### config.mk
export PLATFORM = sky130hd
export DESIGN_NAME = ms_pipe_reg
export DESIGN_NICKNAME = d
export VERILOG_FILES = /design/src/rtl/ms_pipe_pkg.sv /design/src/rtl/ms_stage.sv /design/src/rtl/ms_pipe_reg.sv
export SDC_FILE = /design/constraint.sdc
export NUM_CORES = 1
export LEC_CHECK = 0
export ABC_AREA = 1
export CORE_MARGIN = 2
export CORE_UTILIZATION = 40
export CTS_CLUSTER_SIZE = 16
export DETAILED_ROUTE_END_ITERATION = 10
export PLACE_DENSITY = 0.63
export SYNTH_ARGS = -nofsm -noshare
export SYNTH_HDL_FRONTEND = slang
export SYNTH_HIERARCHICAL = 1
export SYNTH_SLANG_ARGS = --single-unit
### constraint.sdc
create_clock -name clk -period 1.45 [get_ports clk]
set_input_delay 0.29 -clock clk [delete_from_list [all_inputs] [get_ports clk]]
set_output_delay 0.29 -clock clk [all_outputs]
set_load 0.01 [all_outputs]
### src/rtl/ms_pipe_pkg.sv
// Shared helpers for the master-slave register pipeline.
package ms_pipe_pkg;

  // Value loaded into every data latch on reset.
  localparam logic DATA_RST_BIT = 1'b0;

  // Bits needed to count 0..stages valid slaves.
  function automatic int occ_width(input int stages);
    return (stages < 1) ? 1 : $clog2(stages + 1);
  endfunction

endpackage

### src/rtl/ms_stage.sv
// One master/slave stage: master captures on posedge, slave mirrors it on negedge.
module ms_stage
  import ms_pipe_pkg::*;
#(
  parameter int WIDTH = 8
) (
  input  logic             clk,
  input  logic             rst_n,
  input  logic             flush,
  input  logic             adv,
  input  logic             up_vld,
  input  logic [WIDTH-1:0] up_data,
  output logic             s_vld,
  output logic [WIDTH-1:0] s_data
);

  logic             m_vld;
  logic [WIDTH-1:0] m_data;

  // Master: flush drops the valid bit, otherwise advance when downstream has room.
  // Data only moves with a valid token so an idle stage keeps its last value.
  always_ff @(posedge clk or negedge rst_n) begin
    if (!rst_n) begin
      m_vld  <= 1'b0;
      m_data <= {WIDTH{DATA_RST_BIT}};
    end else if (flush) begin
      m_vld  <= 1'b0;
    end else if (adv) begin
      m_vld  <= up_vld;
      if (up_vld) m_data <= up_data;
    end
  end

  // Slave: unconditional copy of the master half a cycle later.
  always_ff @(negedge clk or negedge rst_n) begin
    if (!rst_n) begin
      s_vld  <= 1'b0;
      s_data <= {WIDTH{DATA_RST_BIT}};
    end else begin
      s_vld  <= m_vld;
      s_data <= m_data;
    end
  end

endmodule

### src/rtl/ms_pipe_reg.sv
// WIDTH-bit, STAGES-deep master-slave pipeline with valid/ready, flush and occupancy.
module ms_pipe_reg
  import ms_pipe_pkg::*;
#(
  parameter int WIDTH  = 8,
  parameter int STAGES = 2,
  parameter int OCC_W  = occ_width(STAGES)
) (
  input  logic             clk,
  input  logic             rst_n,
  input  logic             flush,
  input  logic             in_valid,
  input  logic [WIDTH-1:0] in_data,
  output logic             in_ready,
  output logic             out_valid,
  output logic [WIDTH-1:0] out_data,
  input  logic             out_ready,
  output logic [OCC_W-1:0] occupancy
);

  logic [STAGES-1:0]            s_vld;
  logic [STAGES-1:0]            ready;
  logic [STAGES-1:0][WIDTH-1:0] s_data;

  // Ready chain in closed form: stage i may advance unless every slave from i
  // to the tail is valid and the consumer is stalled (same as the serial
  // !s_vld[i] | ready[i+1] chain, without a self-referencing vector).
  always_comb begin
    logic [STAGES-1:0] below;
    ready = '0;
    for (int i = 0; i < STAGES; i++) begin
      below    = ~({STAGES{1'b1}} << i);
      ready[i] = out_ready | ~(&(s_vld | below));
    end
  end

  for (genvar g = 0; g < STAGES; g++) begin : g_stg
    logic             up_vld;
    logic [WIDTH-1:0] up_data;
    if (g == 0) begin : g_head
      assign up_vld  = in_valid;
      assign up_data = in_data;
    end else begin : g_body
      assign up_vld  = s_vld[g-1];
      assign up_data = s_data[g-1];
    end
    ms_stage #(.WIDTH(WIDTH)) u_stg (
      .clk     (clk),
      .rst_n   (rst_n),
      .flush   (flush),
      .adv     (ready[g]),
      .up_vld  (up_vld),
      .up_data (up_data),
      .s_vld   (s_vld[g]),
      .s_data  (s_data[g])
    );
  end

  // Occupancy is the popcount of slave valids, so it only moves on negedge.
  always_comb begin
    occupancy = '0;
    for (int i = 0; i < STAGES; i++) occupancy = occupancy + OCC_W'(s_vld[i]);
  end

  assign in_ready  = ready[0];
  assign out_valid = s_vld[STAGES-1];
  assign out_data  = s_data[STAGES-1];

endmodule

==> flow_metrics.py <==
metrics = {
    "floorplanning": {
        "core_sq_um": 3000,
        "starting_density_of_the_core_pct": 41.4,
        "io_pins": 25,
        "floorplan.die.width_microns": 59.7,
        "chipHeight_microns": 59.7,
        "die_area_sq_um": 3570,
        "std_cell_rows": 20,
    },
    "cells_and_area": {
        "mostFrequentLayoutCell": "sky130_fd_sc_hd__nand2_1",
        "ff_latch_area_sq_um": 901,
        "area_delta_synth_final_pct": 32.7,
        "finalNetCount": 151,
        "layout.filler_cells": 277,
        "design_area_sq_um": 1650,
        "multi_input_comb_area_sq_um": 358,
        "antenna_cells": 0,
        "most-common-layout-cells": "sky130_fd_sc_hd__nand2_1, sky130_fd_sc_hd__dfrtp_1, sky130_fd_sc_hd__dfrtn_1",
        "post_route_cells_drive_above_1_share_pct": 26.1,
    },
    "place": {
        "placedInstanceArea_sq_um": 1570,
        "port_buffers": 24,
        "hpwlAfterDp_mm": 1.43,
        "dp_slack_ns": -0.717,
        "routabilityCongestion": 0.712,
    },
    "worst_setup_path": {
        "critical_path.endpoint_type": "output pin",
        "crit-reg2reg-capture": "g_stg[0].u_stg/m_data[4]",
        "worst-setup-path-type": "register to output pin",
        "data_required_time_of_the_critical_path_ns": 1.16,
        "worst-endpoint-arrival_ns": 1.88,
        "crit_top_cell": "sky130_fd_sc_hd__buf_6",
        "cell_depth_of_the_worst_flop_to_flop_path": 7,
        "worstReg2RegStart": "g_stg[1].u_stg/s_vld",
        "setup.worst_path.start_class": "register",
        "crit_path_max_incr_delay_ns": 0.43,
        "worst_path_max_delay_cell": "sky130_fd_sc_hd__dfrtn_1",
        "reg2reg_setup_slack_ns": -0.52,
        "worst_path_cell_chain": "buf_6, ha_4, buf_6",
        "crit_fanout": 2,
    },
    "timing": {
        "setup_viol_count_final": 30,
        "rsz0062_at_grt": "yes",
        "finalWorstSetupSlack_ns": -0.717,
        "fin_skew_ns": 0.0136,
        "final.setup.tns_ns": -12.48,
        "timing.hold.ws_ns": 0.306,
        "worst-slew-pin-transition_ns": 0.355,
        "finalMaxSlewViolations": 0,
        "finalHoldViolCount": 0,
        "timing.max_slew.rel_slack_pct": 76.3,
    },
    "power": {
        "total_power_w": 0.00203,
        "pwr_density_cell_nw_per_um2": 1230,
        "leakage_nw": 0.835,
        "irDropWorstVdd_v": 0.000537,
    },
    "clock_tree": {
        "cts_hold_buf": 0,
        "cts_max_path_buffers": 2,
        "clock_sink_count": 36,
        "numCtsBuffers": 5,
        "cts_tree": "done",
        "h-tree-depth": 2,
        "clk_root_buffer_cell": "sky130_fd_sc_hd__clkbuf_4",
        "clk_latency_ns": 0.33,
        "clkSlewWorstSetupHoldPaths_ns": 0.10,
    },
    "global_routing": {
        "first_pass_grt_wire_length_mm": 3.67,
        "antenna_found_initial": 0,
        "gr-total-overflow": 0,
        "gr-usage-all-layers_pct": 14.9,
        "maximum_number_of_pins_on_one_net_before_global_route_repair": 25,
        "first_global_vias": 788,
    },
    "outcome": {
        "status": "finished with violations",
        "failed_checks": "negative setup slack",
    },
    "route": {
        "postRouteAntennaNets": 0,
        "finalWirelength_mm": 2.06,
        "detailedRoute.firstIterationViolations": 7,
        "avgViaCountPerCell": 4.85,
        "wire_per_inst_microns": 12.0,
        "drc": 0,
        "detailroute.via_count": 829,
        "drt-pass1-iter-count": 4,
    },
    "synthesis": {
        "synthesized_flop_and_latch_total": 36,
        "seq_area_frac_synth_pct": 72.5,
        "number_of_instances_in_the_synthesized_netlist": 100,
        "post_synth_design_cell_area_sq_um": 1240,
        "synth.net_count": 114,
        "avgSynthCellArea_sq_um": 12.4,
        "ys_warn_count": 6,
        "netlist-cell-type-count": 11,
    },
    "job": {
        "max_cap_viol_count": 0,
    },
    "worst_hold_path": {
        "worstHoldPathType": "input port to asynchronous set/reset pin",
    },
}
-- cells by family (layout without fill, tap and decap cells) --
family,Yosys count,after routing,share of synthesized area (%)
DFF,36,36,72.5
adders and majority gates,1,1,1.01
AOI/OAI and AO/OA,2,2,0.806
buffers and inverters,7,43,3.93
and+or+nand+nor,54,56,21.8
-- cell usage after synthesis --
master | number | share of area, %
sky130_fd_sc_hd__nand2_1 | 36 | 11
sky130_fd_sc_hd__dfrtn_1 | 18 | 36
sky130_fd_sc_hd__dfrtp_1 | 18 | 36
sky130_fd_sc_hd__nand4_1 | 16 | 8.1
sky130_fd_sc_hd__buf_4 | 2 | 1.2
sky130_fd_sc_hd__buf_6 | 2 | 1.8
sky130_fd_sc_hd__inv_2 | 2 | 0.60
sky130_fd_sc_hd__nand3_4 | 2 | 2.8
sky130_fd_sc_hd__o21ai_0 | 2 | 0.81
sky130_fd_sc_hd__ha_1 | 1 | 1.0
sky130_fd_sc_hd__inv_1 | 1 | 0.30
-- routing by layer --
metal / share of wire (%) / global-route usage [%]
met1: 39 / 16.2
met2: 52 / 24.8
met3: 6.9 / 7.14
met4: 1.4 / 5.71
met5: 0 / 0
-- through the flow --
step           util (%)  instances
2_1_floorplan         -        100
4_1_cts            54.9        171
6_report           54.9        171
3_3_place_gp       52.3        160
3_5_place_dp       52.3        160
5_1_grt            54.9        171
-- worst max path at each step --
| stage | startpoint | end |
|---|---|---|
| floorplan | g_stg[1].u_stg/s_vld | g_stg[0].u_stg/m_vld |
| global placement | g_stg[0].u_stg/s_vld | occupancy[0] |
| detailed placement | g_stg[0].u_stg/s_vld | occupancy[0] |
| CTS | g_stg[1].u_stg/s_vld | occupancy[0] |
| global route | g_stg[1].u_stg/s_vld | in_ready |
| finish | g_stg[1].u_stg/s_vld | occupancy[0] |
-- cell type report --
cell class	instances	share of cell area, %
flip-flops and latches	36	54.6
multi-input cells	59	21.7
repair buffers	32	16.9
clock buffers	8	3.57
well taps	33	2.50
inverters	3	0.683
-- power by group --
group	internal [W]	switching, W	leakage (nW)
clock	0.000239	0.000297	0.0326
sequential	0.00116	0.0000587	0.456
combinational	0.000128	0.000145	0.346
total	0.00153	0.000501	0.835
-- state kept, by name, indices dropped and copies added (netlist names) --
name and cells:
g_stg.u_stg/m_vld 2, g_stg.u_stg/s_vld 2, g_stg.u_stg/s_data 16, g_stg.u_stg/m_data 16
-- timing repair --
item	4_1_cts	5_1_grt
cloned	2	0
pin swaps	1	0
endpoints found under the setup margin	30	30
setup buffers	4	2
endpoints found under the hold margin	0	0
resized for setup	58	0
-- critical path, delay by kind of cell, from the launching register on --
family / cells / cell delay (ns)
adders and majority gates: 1 / 0.18
buffers and inverters: 2 / 0.22
DFF: 1 / 0.43
Note: power is estimated with default switching activity, not from simulation.
